## config.mk

```make
export PLATFORM = sky130hd
export DESIGN_NAME = pc_fetch_unit_flat
export DESIGN_NICKNAME = d
export VERILOG_FILES = /design/src/rtl/pc_fetch_unit_if.sv /design/src/rtl/pc_fetch_unit.sv /design/src/flat_wrapper.sv
export SDC_FILE = /design/constraint.sdc
export NUM_CORES = 1
export LEC_CHECK = 0
export ABC_AREA = 0
export BUFFER_PORTS_ARGS = -buffer_cell sky130_fd_sc_hd__buf_2
export CAP_MARGIN = 0
export CELL_PAD_IN_SITES_DETAIL_PLACEMENT = 0
export CELL_PAD_IN_SITES_GLOBAL_PLACEMENT = 1
export CORE_MARGIN = 1
export CORE_UTILIZATION = 30
export DETAILED_ROUTE_END_ITERATION = 8
export HOLD_SLACK_MARGIN = 0.05
export PLACE_DENSITY = 0.66
export SKIP_LAST_GASP = 1
export SYNTH_ARGS = -nofsm -noshare
export SYNTH_HDL_FRONTEND = slang
export SYNTH_SLANG_ARGS = --single-unit
```

## constraint.sdc

```tcl
create_clock -name clk -period 5.4 [get_ports clk]
set_clock_uncertainty 0.2 [all_clocks]
set_input_delay 0.81 -clock clk [delete_from_list [all_inputs] [get_ports clk]]
set_output_delay 0.81 -clock clk [all_outputs]
set_load 0.05 [all_outputs]
```

## src/rtl/pc_fetch_unit_if.sv

```systemverilog
// ---------------------------------------------------------------
// pc_fetch_unit_if : instruction-memory and execute-side signals
// of the fetch stage. Revision: 1.0
// ---------------------------------------------------------------
`default_nettype none

interface pc_fetch_unit_if;
  logic        imem_req;
  logic [31:0] imem_addr;
  logic        imem_ack;
  logic [31:0] imem_rdata;
  logic        instr_valid;
  logic [31:0] iaddr;
  logic [31:0] idata;
  logic        npc_valid;
  logic [31:0] npc;
  logic        stall;
  logic        fetch_fault;
  logic [31:0] instret;

  modport master (
    output imem_req, imem_addr,
    input  imem_ack, imem_rdata,
    output instr_valid, iaddr, idata,
    input  npc_valid, npc, stall,
    output fetch_fault, instret
  );

  modport slave (
    input  imem_req, imem_addr,
    output imem_ack, imem_rdata,
    input  instr_valid, iaddr, idata,
    output npc_valid, npc, stall,
    input  fetch_fault, instret
  );
endinterface

`default_nettype wire

```

## src/rtl/pc_fetch_unit.sv

```systemverilog
// ---------------------------------------------------------------
// pc_fetch_unit : architectural PC, instruction fetch and retire count.
// Optional macro FETCH_ALIGN_CHECK_EN: misaligned next PC halts with a fault.
// Revision: 1.0
// ---------------------------------------------------------------
`default_nettype none

module pc_fetch_unit #(
  parameter logic [31:0] RESET_VECTOR   = 32'h0000_0000,
  parameter int unsigned TIMEOUT_CYCLES = 255
) (
  input  wire logic         clk,
  input  wire logic         rst_n,
  pc_fetch_unit_if.master   bus
);

  localparam logic [31:0] NOP_INSTR = 32'h0000_0013;
  localparam logic [15:0] WAIT_LAST = 16'(TIMEOUT_CYCLES - 1);

  typedef enum logic [1:0] {
    IDLE  = 2'd0,
    FETCH = 2'd1,
    EXEC  = 2'd2,
    HALT  = 2'd3
  } state_t;

  state_t      state, state_nxt;
  logic [31:0] pc, pc_nxt;
  logic [31:0] iaddr_q, iaddr_nxt;
  logic [31:0] idata_q, idata_nxt;
  logic [31:0] instret_cnt, instret_nxt;
  logic [15:0] wait_cnt, wait_nxt;
  logic        fault_q, fault_nxt;

  always_ff @(posedge clk) begin
    if (!rst_n) begin
      state       <= IDLE;
      pc          <= RESET_VECTOR;
      iaddr_q     <= 32'h0000_0000;
      idata_q     <= NOP_INSTR;
      instret_cnt <= 32'h0000_0000;
      wait_cnt    <= 16'h0000;
      fault_q     <= 1'b0;
    end else begin
      state       <= state_nxt;
      pc          <= pc_nxt;
      iaddr_q     <= iaddr_nxt;
      idata_q     <= idata_nxt;
      instret_cnt <= instret_nxt;
      wait_cnt    <= wait_nxt;
      fault_q     <= fault_nxt;
    end
  end

  always_comb begin
    state_nxt   = state;
    pc_nxt      = pc;
    iaddr_nxt   = iaddr_q;
    idata_nxt   = idata_q;
    instret_nxt = instret_cnt;
    wait_nxt    = wait_cnt;
    fault_nxt   = fault_q;
    case (state)
      IDLE: state_nxt = FETCH;
      FETCH: begin
        // An ack on the final allowed cycle still wins over the timeout.
        if (bus.imem_ack) begin
          idata_nxt = bus.imem_rdata;
          iaddr_nxt = pc;
          wait_nxt  = 16'h0000;
          state_nxt = EXEC;
        end else if (wait_cnt == WAIT_LAST) begin
          fault_nxt = 1'b1;
          state_nxt = HALT;
        end else begin
          wait_nxt = wait_cnt + 16'h0001;
        end
      end
      EXEC: begin
        if (bus.npc_valid && !bus.stall) begin
`ifdef FETCH_ALIGN_CHECK_EN
          if (bus.npc[1:0] != 2'b00) begin
            fault_nxt = 1'b1;
            state_nxt = HALT;
          end else begin
            pc_nxt      = bus.npc;
            instret_nxt = instret_cnt + 32'h0000_0001;
            state_nxt   = FETCH;
          end
`else
          pc_nxt      = bus.npc & ~32'h0000_0003;
          instret_nxt = instret_cnt + 32'h0000_0001;
          state_nxt   = FETCH;
`endif
        end
      end
      HALT:    fault_nxt = 1'b1;
      default: state_nxt = IDLE;
    endcase
  end

  assign bus.imem_req    = (state == FETCH);
  assign bus.imem_addr   = pc;
  assign bus.instr_valid = (state == EXEC);
  assign bus.iaddr       = iaddr_q;
  assign bus.idata       = idata_q;
  assign bus.fetch_fault = fault_q;
  assign bus.instret     = instret_cnt;

endmodule

`default_nettype wire

```

## src/flat_wrapper.sv

```systemverilog
// flat-port wrapper written by rule: the top's interface ports become plain ports
module pc_fetch_unit_flat 
#(
  parameter logic [31:0] RESET_VECTOR   = 32'h0000_0000,
  parameter int unsigned TIMEOUT_CYCLES = 255
)
  (clk, rst_n, bus_imem_req, bus_imem_addr, bus_imem_ack, bus_imem_rdata, bus_instr_valid, bus_iaddr, bus_idata, bus_npc_valid, bus_npc, bus_stall, bus_fetch_fault, bus_instret);
  pc_fetch_unit_if bus_i ();
  input  wire logic clk;
  input  wire logic rst_n;
  output wire logic [$bits(bus_i.imem_req)-1:0] bus_imem_req;
  output wire logic [$bits(bus_i.imem_addr)-1:0] bus_imem_addr;
  input wire logic [$bits(bus_i.imem_ack)-1:0] bus_imem_ack;
  input wire logic [$bits(bus_i.imem_rdata)-1:0] bus_imem_rdata;
  output wire logic [$bits(bus_i.instr_valid)-1:0] bus_instr_valid;
  output wire logic [$bits(bus_i.iaddr)-1:0] bus_iaddr;
  output wire logic [$bits(bus_i.idata)-1:0] bus_idata;
  input wire logic [$bits(bus_i.npc_valid)-1:0] bus_npc_valid;
  input wire logic [$bits(bus_i.npc)-1:0] bus_npc;
  input wire logic [$bits(bus_i.stall)-1:0] bus_stall;
  output wire logic [$bits(bus_i.fetch_fault)-1:0] bus_fetch_fault;
  output wire logic [$bits(bus_i.instret)-1:0] bus_instret;
  assign bus_imem_req = bus_i.imem_req;
  assign bus_imem_addr = bus_i.imem_addr;
  assign bus_i.imem_ack = bus_imem_ack;
  assign bus_i.imem_rdata = bus_imem_rdata;
  assign bus_instr_valid = bus_i.instr_valid;
  assign bus_iaddr = bus_i.iaddr;
  assign bus_idata = bus_i.idata;
  assign bus_i.npc_valid = bus_npc_valid;
  assign bus_i.npc = bus_npc;
  assign bus_i.stall = bus_stall;
  assign bus_fetch_fault = bus_i.fetch_fault;
  assign bus_instret = bus_i.instret;
  pc_fetch_unit #(.RESET_VECTOR(RESET_VECTOR), .TIMEOUT_CYCLES(TIMEOUT_CYCLES)) u_core (.clk(clk), .rst_n(rst_n), .bus(bus_i));
endmodule
```

==> results of run 1 <==
[cell type report]
cell class | instances | area, sq um | share of cell area, %
Multi-Input combinational cell | 513 | 2710 | 36.1
Clock inverter | 14 | 133 | 1.77
Clock buffer | 18 | 429 | 5.72
Sequential cell | 143 | 2860 | 38.1
Inverter | 10 | 40.0 | 0.533
Antenna cell | 1 | 2.50 | 0.0333
Timing Repair Buffer | 198 | 1000 | 13.4
Tap cell | 260 | 325 | 4.33
[logic make-up (layout without fill, tap and decap cells)]
| logic type | count (synthesis) | in the layout | share of synthesized area, % |
|---|---|---|---|
| flops | 143 | 143 | 49.0 |
| simple gates | 341 | 341 | 28.7 |
| compound gates | 141 | 141 | 13.1 |
| fa+ha+maj | 3 | 3 | 0.642 |
| other cells | 1 | 5 | 0.0642 |
| xor+xnor | 24 | 24 | 3.60 |
| buf+inv | 63 | 240 | 4.99 |
[sequential cells by signal, indices dropped and copies added, names as in the netlist]
signal and cells:
u_core.bus.idata 32, u_core.bus.instret 32, u_core.bus.imem_addr 30, u_core.bus.iaddr 30, u_core.wait_cnt 16, u_core.state 2
u_core.bus.fetch_fault 1
[stage by stage]
stage               setup slack [ps]  power, W  cells  util, %  area (sq um)
global placement                2520   0.00134   1124     36.7          6940
CTS                             2810   0.00247   1156     39.7          7500
global route                    2730   0.00254   1156     39.7          7500
detailed placement              2480   0.00134   1124     36.7          6940
floorplan                       3080   0.00127    719        -          5860
finish                          2810   0.00244   1157     39.7          7510
[worst max-delay path by stage]
stage / start / to / depth (start not counted)
finish: u_core.state[0] / bus_imem_req / 2
global route: u_core.state[0] / bus_imem_req / 2
CTS: u_core.state[0] / bus_imem_req / 2
detailed placement: rst_n / u_core.bus.iaddr[17] / 4
global placement: rst_n / u_core.bus.imem_addr[21] / 4
floorplan: bus_stall / u_core.bus.instret[28] / 7
[power by group]
| group | internal [W] | switching (W) | total [W] |
|---|---|---|---|
| Sequential | 0.00108 | 0.0000134 | 0.00109 |
| Clock | 0.000641 | 0.000487 | 0.00113 |
| Combinational | 0.0000529 | 0.000169 | 0.000222 |
[layout by cell type, fill, tap and decap left out, types with 4 or more instances in the layout]
cell,count
nand3_1,24
dfxtp_1,143
and4_1,6
xnor2_1,20
nor2_1,35
o21ai_1,7
nand3b_1,4
o21ai_0,6
clkbuf_16,17
nand2_1,205
and3_1,5
buf_2,193
or3_1,11
inv_1,9
conb_1,4
xor2_1,4
nor4_1,4
o211ai_1,4
a31oi_1,7
nor4_2,10
a21oi_1,106
nand4_1,7
buf_4,5
inv_6,4
[critical path: stages (launching register included)]
cell and delay, ps:
dfxtp_1 430, nor2b_1 370, buf_2 360
[per-layer routing]
metal | routed length [um] | vias to the layer above | global-route usage (%)
li1 | - | 2747 | -
met1 | 7920 | 2437 | 21.6
met2 | 7530 | 144 | 26.9
met3 | 1040 | 20 | 5.10
met4 | 259 | 2 | 6.00
met5 | 13 | - | 0
==> impl_metrics.ini, run 1 <==
[layout]
syn2layout_area_growth_pct = 28.4
num-nets-final = 955
nFillCells = 2051
drive_gt1_share_pct = 28.3

[setup_path]
cp_max_fo = 7
startpoint_type = register
critical_path_arrival_ps = 1580
reg2reg_to = u_core.wait_cnt[6]
worstPathRequired_ps = 4390
crit_type = reg2out
r2r_setup_slack_ps = 2990
r2r_cells = 7
crit_path_end_kind = output pin
crit-reg2reg-launch = u_core.wait_cnt[0]

[outcome]
status = finished clean

[synthesis]
ys_seq_area_share_pct = 49.0
ys.flop_type = dfxtp_1
synthArstFlopShare_pct = 0
yosysWarnings = 0
synth-edff-count = 0
synth.avg_cell_area_sq_um = 8.16
synth_top_area_share_pct = 49.0
synth.cell_area_sq_mm = 0.00585
ys_top_cells_by_count = nand2_1, dfxtp_1, a21oi_1, nor2_1, clkbuf_1
yosysUniqueCellTypes = 48
syn_inst = 716
synthTopCellsByArea = dfxtp_1, nand2_1, a21oi_1
yosysMostFrequentCell = nand2_1
synth_top_area_cell = dfxtp_1
synth_seq_cells = 143

[clock_tree]
clockBufferDepth = 2
root_buffer = clkbuf_16
clk_latency_ps = 420
htreeDepth = 4
cts_made_buffers = 17
cts-hold-fix-buffers = 0
cts_tree = built
postCtsSetupBuffers = 0
clock_sinks = 143
cts.reportedPaths.clkPinSlew_ps = 60
cts_resized = 0

[drt]
drt.antenna.violating_nets = 0
viasPerCell = 4.62
wirelength_um = 16800
avgRoutedWirePerCell_um = 14.5
num_vias = 5350
drt_iter0_drc = 197
remaining_drc_errors = 0
firstDrtPassIters = 5

[timing]
fin_crit_ps = 2590
finalSetupTns_ps = 0
rsz0062_at_grt = false
hold_viol_final = 0
worst_hold_slack_ps = 249
worstMarginPinSlew_ps = 913
timing.final.crit_share_pct = 48.0
finalMaxSlewViolations = 0
fmax_mhz = 386
slew_headroom_pct = 39.1
finalSetupViolCount = 0

[grt]
gr-total-overflow = 0
track_usage_pct = 16.9
antenna_found_initial = 1
grt_pass1_wl_um = 26700
grt_pass1_vias = 4963
grt_start_max_net_pins = 72

[placed_design]
io_buffer_count = 193
gp_congestion = 0.740
dp.final_hpwl_um = 11000

[power_and_ir_drop]
leakage_nw = 3.02
peakVddDrop_mv = 0.218
p_per_area_mw_per_mm2 = 325

[floorplanning]
dieArea_sq_mm = 0.0200
rows = 50
fp.dieH_um = 142
pin_count = 200
die_w_um = 142
core_sq_mm = 0.0189
start_util_pct = 30.9

[min_path]
whs_endpoint = u_core.bus.idata[27]
hp-start = u_core.bus.idata[27]
hold_path_depth = 2
min_path_type = reg2reg

[run]
max_cap_viol_count = 0
Power figures use the tool's default switching activity.
==> run 2, diff against run 1 <==
--- a/config.mk
+++ b/config.mk
@@ -5,7 +5,7 @@
 export SDC_FILE = /design/constraint.sdc
 export NUM_CORES = 1
 export LEC_CHECK = 0
-export ABC_AREA = 0
+export ABC_AREA = 1
 export BUFFER_PORTS_ARGS = -buffer_cell sky130_fd_sc_hd__buf_2
 export CAP_MARGIN = 0
 export CELL_PAD_IN_SITES_DETAIL_PLACEMENT = 0
@@ -14,7 +14,7 @@
 export CORE_UTILIZATION = 30
 export DETAILED_ROUTE_END_ITERATION = 8
 export HOLD_SLACK_MARGIN = 0.05
-export PLACE_DENSITY = 0.66
+export PLACE_DENSITY = 0.68
 export SKIP_LAST_GASP = 1
 export SYNTH_ARGS = -nofsm -noshare
 export SYNTH_HDL_FRONTEND = slang
==> constraint.sdc (replaced) <==
create_clock -name clk -period 2.7 [get_ports clk]
set_clock_uncertainty 0.2 [all_clocks]
set_input_delay 0.405 -clock clk [delete_from_list [all_inputs] [get_ports clk]]
set_output_delay 0.405 -clock clk [all_outputs]
set_load 0.05 [all_outputs]
==> impl_metrics.ini, run 2 <==
[setup_path]
r2r_cells = 7
reg2reg_to = u_core.bus.idata[23]
r2r_setup_slack_ps = 610
crit_type = reg2reg
worstPathRequired_ps = 2850
cp_slowest_stage_delay_ps = 430
crit-reg2reg-launch = u_core.state[0]
path_cells = inv_2 -> nor2_4 -> nand2_4 -> clkinv_2 -> buf_12 -> nand2_1 -> a21oi_1
crit_path_end_kind = register
critical_path_arrival_ps = 2240
startpoint_type = register
cp_slowest_cell = dfxtp_1
cp_max_fo = 55

[placed_design]
dp.final_hpwl_um = 12600
gp_congestion = 0.803
place_area_sq_mm = 0.00730
io_buffer_count = 193

[power_and_ir_drop]
p_per_area_mw_per_mm2 = 627
leakage_nw = 3.83
peakVddDrop_mv = 0.422
power_w = 0.00535

[synthesis]
synth_xor_area_share_pct = 1.58
yosysUniqueCellTypes = 31
ys_seq_area_share_pct = 46.9
synth_top_family_by_area = simple AND/OR/NAND/NOR gates
yosys.area_share.adder_pct = 0.615
synth_top_area_share_pct = 46.9
yosys.area_share.simple_pct = 32.9
syn_inst = 869
synth-edff-count = 0
synthTopCellsByArea = dfxtp_1, nand2_1, nor2_1
ys_top_cells_by_count = nand2_1, dfxtp_1, nor2_1, a21oi_1, inv_1
synth_compound_area_share_pct = 10.5
synth.cell_area_sq_mm = 0.00610
synthArstFlopShare_pct = 0
yosysWarnings = 0
synthMuxAreaShare_pct = 0
synth_seq_cells = 143
yosysMostFrequentCell = nand2_1
synth.avg_cell_area_sq_um = 7.02
ys.flop_type = dfxtp_1
synth_top_area_cell = dfxtp_1

[floorplanning]
core_sq_mm = 0.0197
fp.dieH_um = 145
dieArea_sq_mm = 0.0209
die_w_um = 145
start_util_pct = 31.0
rows = 51
pin_count = 200

[min_path]
hold_path_depth = 3
hp-start = bus_npc[31]
whs_endpoint = u_core.bus.imem_addr[31]
min_path_type = in2reg

[clock_tree]
cts_made_buffers = 17
htreeDepth = 4
cts_resized = 0
cts-hold-fix-buffers = 61
clk_latency_ps = 420
cts.reportedPaths.clkPinSlew_ps = 70
clockBufferDepth = 2
root_buffer = clkbuf_16
postCtsSetupBuffers = 0
cts_tree = built
clock_sinks = 143

[timing]
finalSetupViolCount = 0
fin_crit_ps = 2090
finalMaxSlewViolations = 0
finalSetupTns_ps = 0
worst_hold_slack_ps = 76.4
fmax_mhz = 478
hold_viol_final = 0
timing.final.crit_share_pct = 77.5
rsz0062_at_grt = false

[grt]
gr-total-overflow = 0
grt_pass1_vias = 5659
track_usage_pct = 17.9
antenna_found_initial = 0
grt_pass1_wl_um = 29000
grt_start_max_net_pins = 77

[layout]
seq_area_sq_mm = 0.00286
drive_gt1_share_pct = 22.3
final_cell_mix = nand2_1, buf_2, nor2_1, dfxtp_1, a21oi_1
final_area_sq_mm = 0.00854
fin_util_pct = 43.3
num-nets-final = 1186
multiInputGateArea_sq_mm = 0.00280
syn2layout_area_growth_pct = 39.9
antenna_cells = 0
nFillCells = 2075
final_common_cell = nand2_1

[drt]
avgRoutedWirePerCell_um = 13.3
drt_iter0_drc = 314
remaining_drc_errors = 0
firstDrtPassIters = 5
drt.antenna.violating_nets = 0
wirelength_um = 18500
num_vias = 6165
viasPerCell = 4.43

[run]
max_cap_viol_count = 0

[outcome]
status = finished clean
[run 2: cell count changes after synthesis, sizes merged, moves of 16 or more]
cell,delta
o21ai,+30
xnor2,-17
a21oi,-28
nor2,+115
nand3,+20
nor4,-16
inv,+52
nand2,+57
[run 2: logic make-up after synthesis]
family | count (synthesis)
AOI/OAI and AO/OA | 126
and+or+nand+nor | 482
buffers and inverters | 103
xor gates and xnor gates | 11
DFF | 143
adders and majority gates | 3
other | 1
[run 2: critical path: cells and delay by family, from the launching register on]
| family | cells | cell delay (ps) |
|---|---|---|
| compound gates | 1 | 140 |
| buf+inv | 3 | 570 |
| simple gates | 3 | 600 |
| flops | 1 | 430 |
[run 2: worst max path at each step]
| stage | from | end | slack (ps) | cells after the start |
|---|---|---|---|---|
| 3_5_place_dp | u_core.state[0] | u_core.bus.iaddr[16] | 650 | 7 |
| 2_1_floorplan | u_core.bus.instret[1] | u_core.bus.instret[14] | 790 | 8 |
| 6_report | u_core.state[0] | u_core.bus.idata[23] | 610 | 7 |
| 3_3_place_gp | u_core.state[0] | u_core.bus.iaddr[27] | 650 | 7 |
| 4_1_cts | u_core.state[0] | bus_imem_req | 580 | 3 |
| 5_1_grt | u_core.state[0] | u_core.bus.iaddr[31] | 450 | 7 |
[run 2: final cells by class]
type | count | area share, %
multi-input cells | 626 | 32.8
clock inverters | 14 | 2.30
well taps | 265 | 3.88
repair buffers | 262 | 19.6
inverters | 64 | 2.83
clock buffers | 18 | 5.03
flip-flops and latches | 143 | 33.5
[run 2: per-layer routing]
| metal | wire length [um] | vias to the layer above | track usage, % | part of all wire, % |
|---|---|---|---|---|
| li1 | - | 3251 | - | - |
| met1 | 8690 | 2751 | 23.6 | 47 |
| met2 | 8580 | 142 | 28.1 | 46 |
| met3 | 943 | 21 | 4.93 | 5.1 |
| met4 | 316 | 0 | 6.20 | 1.7 |
| met5 | 0 | - | 0 | 0 |
[run 2: per-stage QoR]
stage	worst slack [ps]	cells
2_1_floorplan	794	872
3_3_place_gp	646	1299
3_5_place_dp	652	1299
4_1_cts	577	1392
5_1_grt	452	1392
6_report	608	1392
[run 2: power by group]
part           total, W  internal [W]  switching, W
Sequential      0.00220       0.00216     0.0000341
Clock           0.00252       0.00150       0.00102
Combinational  0.000635      0.000200      0.000436
==> run 3, diff against run 2 <==
--- a/config.mk
+++ b/config.mk
@@ -14,7 +14,7 @@
 export CORE_UTILIZATION = 30
 export DETAILED_ROUTE_END_ITERATION = 8
 export HOLD_SLACK_MARGIN = 0.05
-export PLACE_DENSITY = 0.68
+export PLACE_DENSITY = 0.7
 export SKIP_LAST_GASP = 1
 export SYNTH_ARGS = -nofsm -noshare
 export SYNTH_HDL_FRONTEND = slang
==> constraint.sdc (replaced) <==
create_clock -name clk -period 1.86 [get_ports clk]
set_clock_uncertainty 0.2 [all_clocks]
set_input_delay 0.279 -clock clk [delete_from_list [all_inputs] [get_ports clk]]
set_output_delay 0.279 -clock clk [all_outputs]
set_load 0.05 [all_outputs]
==> impl_metrics.ini, run 3 (synthesized netlist as in run 2, its figures left out) <==
[run]
max_cap_viol_count = 0

[setup_path]
crit_type = reg2out
cp_slowest_stage_delay_ps = 400
cp_max_fo = 4
cp.buffers_inverters = 2
cp_slowest_cell = dfxtp_1
worstPathRequired_ps = 1380
critical_path_arrival_ps = 1290
cp_top_family = flip-flops
path_cells = inv_1 -> nor2_4 -> buf_6
crit_path_end_kind = output pin
startpoint_type = register

[floorplanning]
start_util_pct = 31.0
rows = 51
die_w_um = 145
fp.dieH_um = 145
core_sq_mm = 0.0197
dieArea_sq_mm = 0.0209
pin_count = 200

[placed_design]
dp.cells = 1320
gp_congestion = 0.799
dp.final_hpwl_um = 12400
io_buffer_count = 193
place_area_sq_mm = 0.00746

[layout]
final_area_sq_mm = 0.00871
final_cell_mix = nand2_1, buf_2, nor2_1
drive_gt1_share_pct = 24.2
nFillCells = 2047
final_cell_count_no_fill = 1416
antenna_cells = 0
final_common_cell = nand2_1
num-nets-final = 1210
syn2layout_area_growth_pct = 42.7
fin_util_pct = 44.2

[timing]
hold_viol_final = 0
finalMaxSlewViolations = 0
fin_crit_ps = 1770
finalSetupViolCount = 0
timing.final.crit_share_pct = 95.1
rsz0062_at_grt = true
fmax_mhz = 565

[clock_tree]
clock_sinks = 143
htreeDepth = 4
cts.reportedPaths.clkPinSlew_ps = 60
cts_made_buffers = 17
clk_latency_ps = 420
clockBufferDepth = 2
root_buffer = clkbuf_16
cts_tree = built

[power_and_ir_drop]
leakage_nw = 3.94
p_per_area_mw_per_mm2 = 868
peakVddDrop_mv = 0.655

[grt]
antenna_found_initial = 0
track_usage_pct = 17.6
grt_pass1_wl_um = 28500
grt_start_max_net_pins = 64
grt_pass1_vias = 5769
gr-total-overflow = 0

[drt]
drt_iter0_drc = 331
num_vias = 6304
avgRoutedWirePerCell_um = 13.0
drt.antenna.violating_nets = 0
viasPerCell = 4.45
wirelength_um = 18500
firstDrtPassIters = 4
remaining_drc_errors = 0

[min_path]
min_path_type = in2reg

[outcome]
status = finished clean
[run 3: changes by cell type in the layout (fill, tap and decap cells not counted), sizes merged]
cell,previous run,this run
clkinv,3,6
dlygate4sd3,61,64
buf,201,222
clkinvlp,2,3
bufinv,3,2
inv,70,67
[run 3: final cells by class]
type	count	area, sq um	area share, %
Tap cell	265	332	3.81
Inverter	64	245	2.81
Sequential cell	143	2870	32.9
Timing Repair Buffer	286	1870	21.5
Clock inverter	14	155	1.78
Clock buffer	18	429	4.93
Multi-Input combinational cell	626	2810	32.3
[run 3: timing repair]
action,in CTS,in global routing
endpoints found under the setup margin,2,12
hold endpoints to repair,63,0
setup buffers,0,0
hold buffers,64,0
gates resized for setup,2,5
[run 3: worst paths after layout]
check / depth (start not counted) / endpoint / startpoint / slack, ps
setup reg to reg: 7 / u_core.bus.instret[24] / u_core.state[1] / 140
hold reg to reg: 2 / u_core.bus.fetch_fault / u_core.bus.fetch_fault / 250
hold / removal: 5 / u_core.bus.instret[2] / bus_npc_valid / 90
setup / recovery: 3 / bus_instr_valid / u_core.state[1] / 90
[run 3: layer usage]
metal	vias to the layer above	global-route usage, %	routed length, um
met3	23	4.30	1000
li1	3295	-	-
met1	2836	21.0	8160
met4	0	6.93	357
met5	-	0	0
met2	150	30.2	8950
[run 3: worst min-delay path: cells and delay by family]
family	cells	cell delay, ps
AND/OR/NAND/NOR	2	160
buffers and inverters	2	160
AO/OA/AOI/OAI	1	70
[run 3: per-stage QoR]
step                      setup TNS [ps]  hold WS [ps]  setup slack (ps)  power [W]
after floorplan                        0           192              1.12    0.00385
after global placement                 0           242               101    0.00410
after detailed placement               0           243              80.4    0.00410
after CTS                              0          72.4              27.1    0.00765
after global routing               -34.2          91.4             -34.2    0.00787
final                                  0          88.3              90.2    0.00757
[run 3: report_power, final]
part	internal [W]	total (W)	switching [W]
clock network	0.00200	0.00342	0.00143
registers	0.00314	0.00319	0.0000469
logic	0.000319	0.000955	0.000636
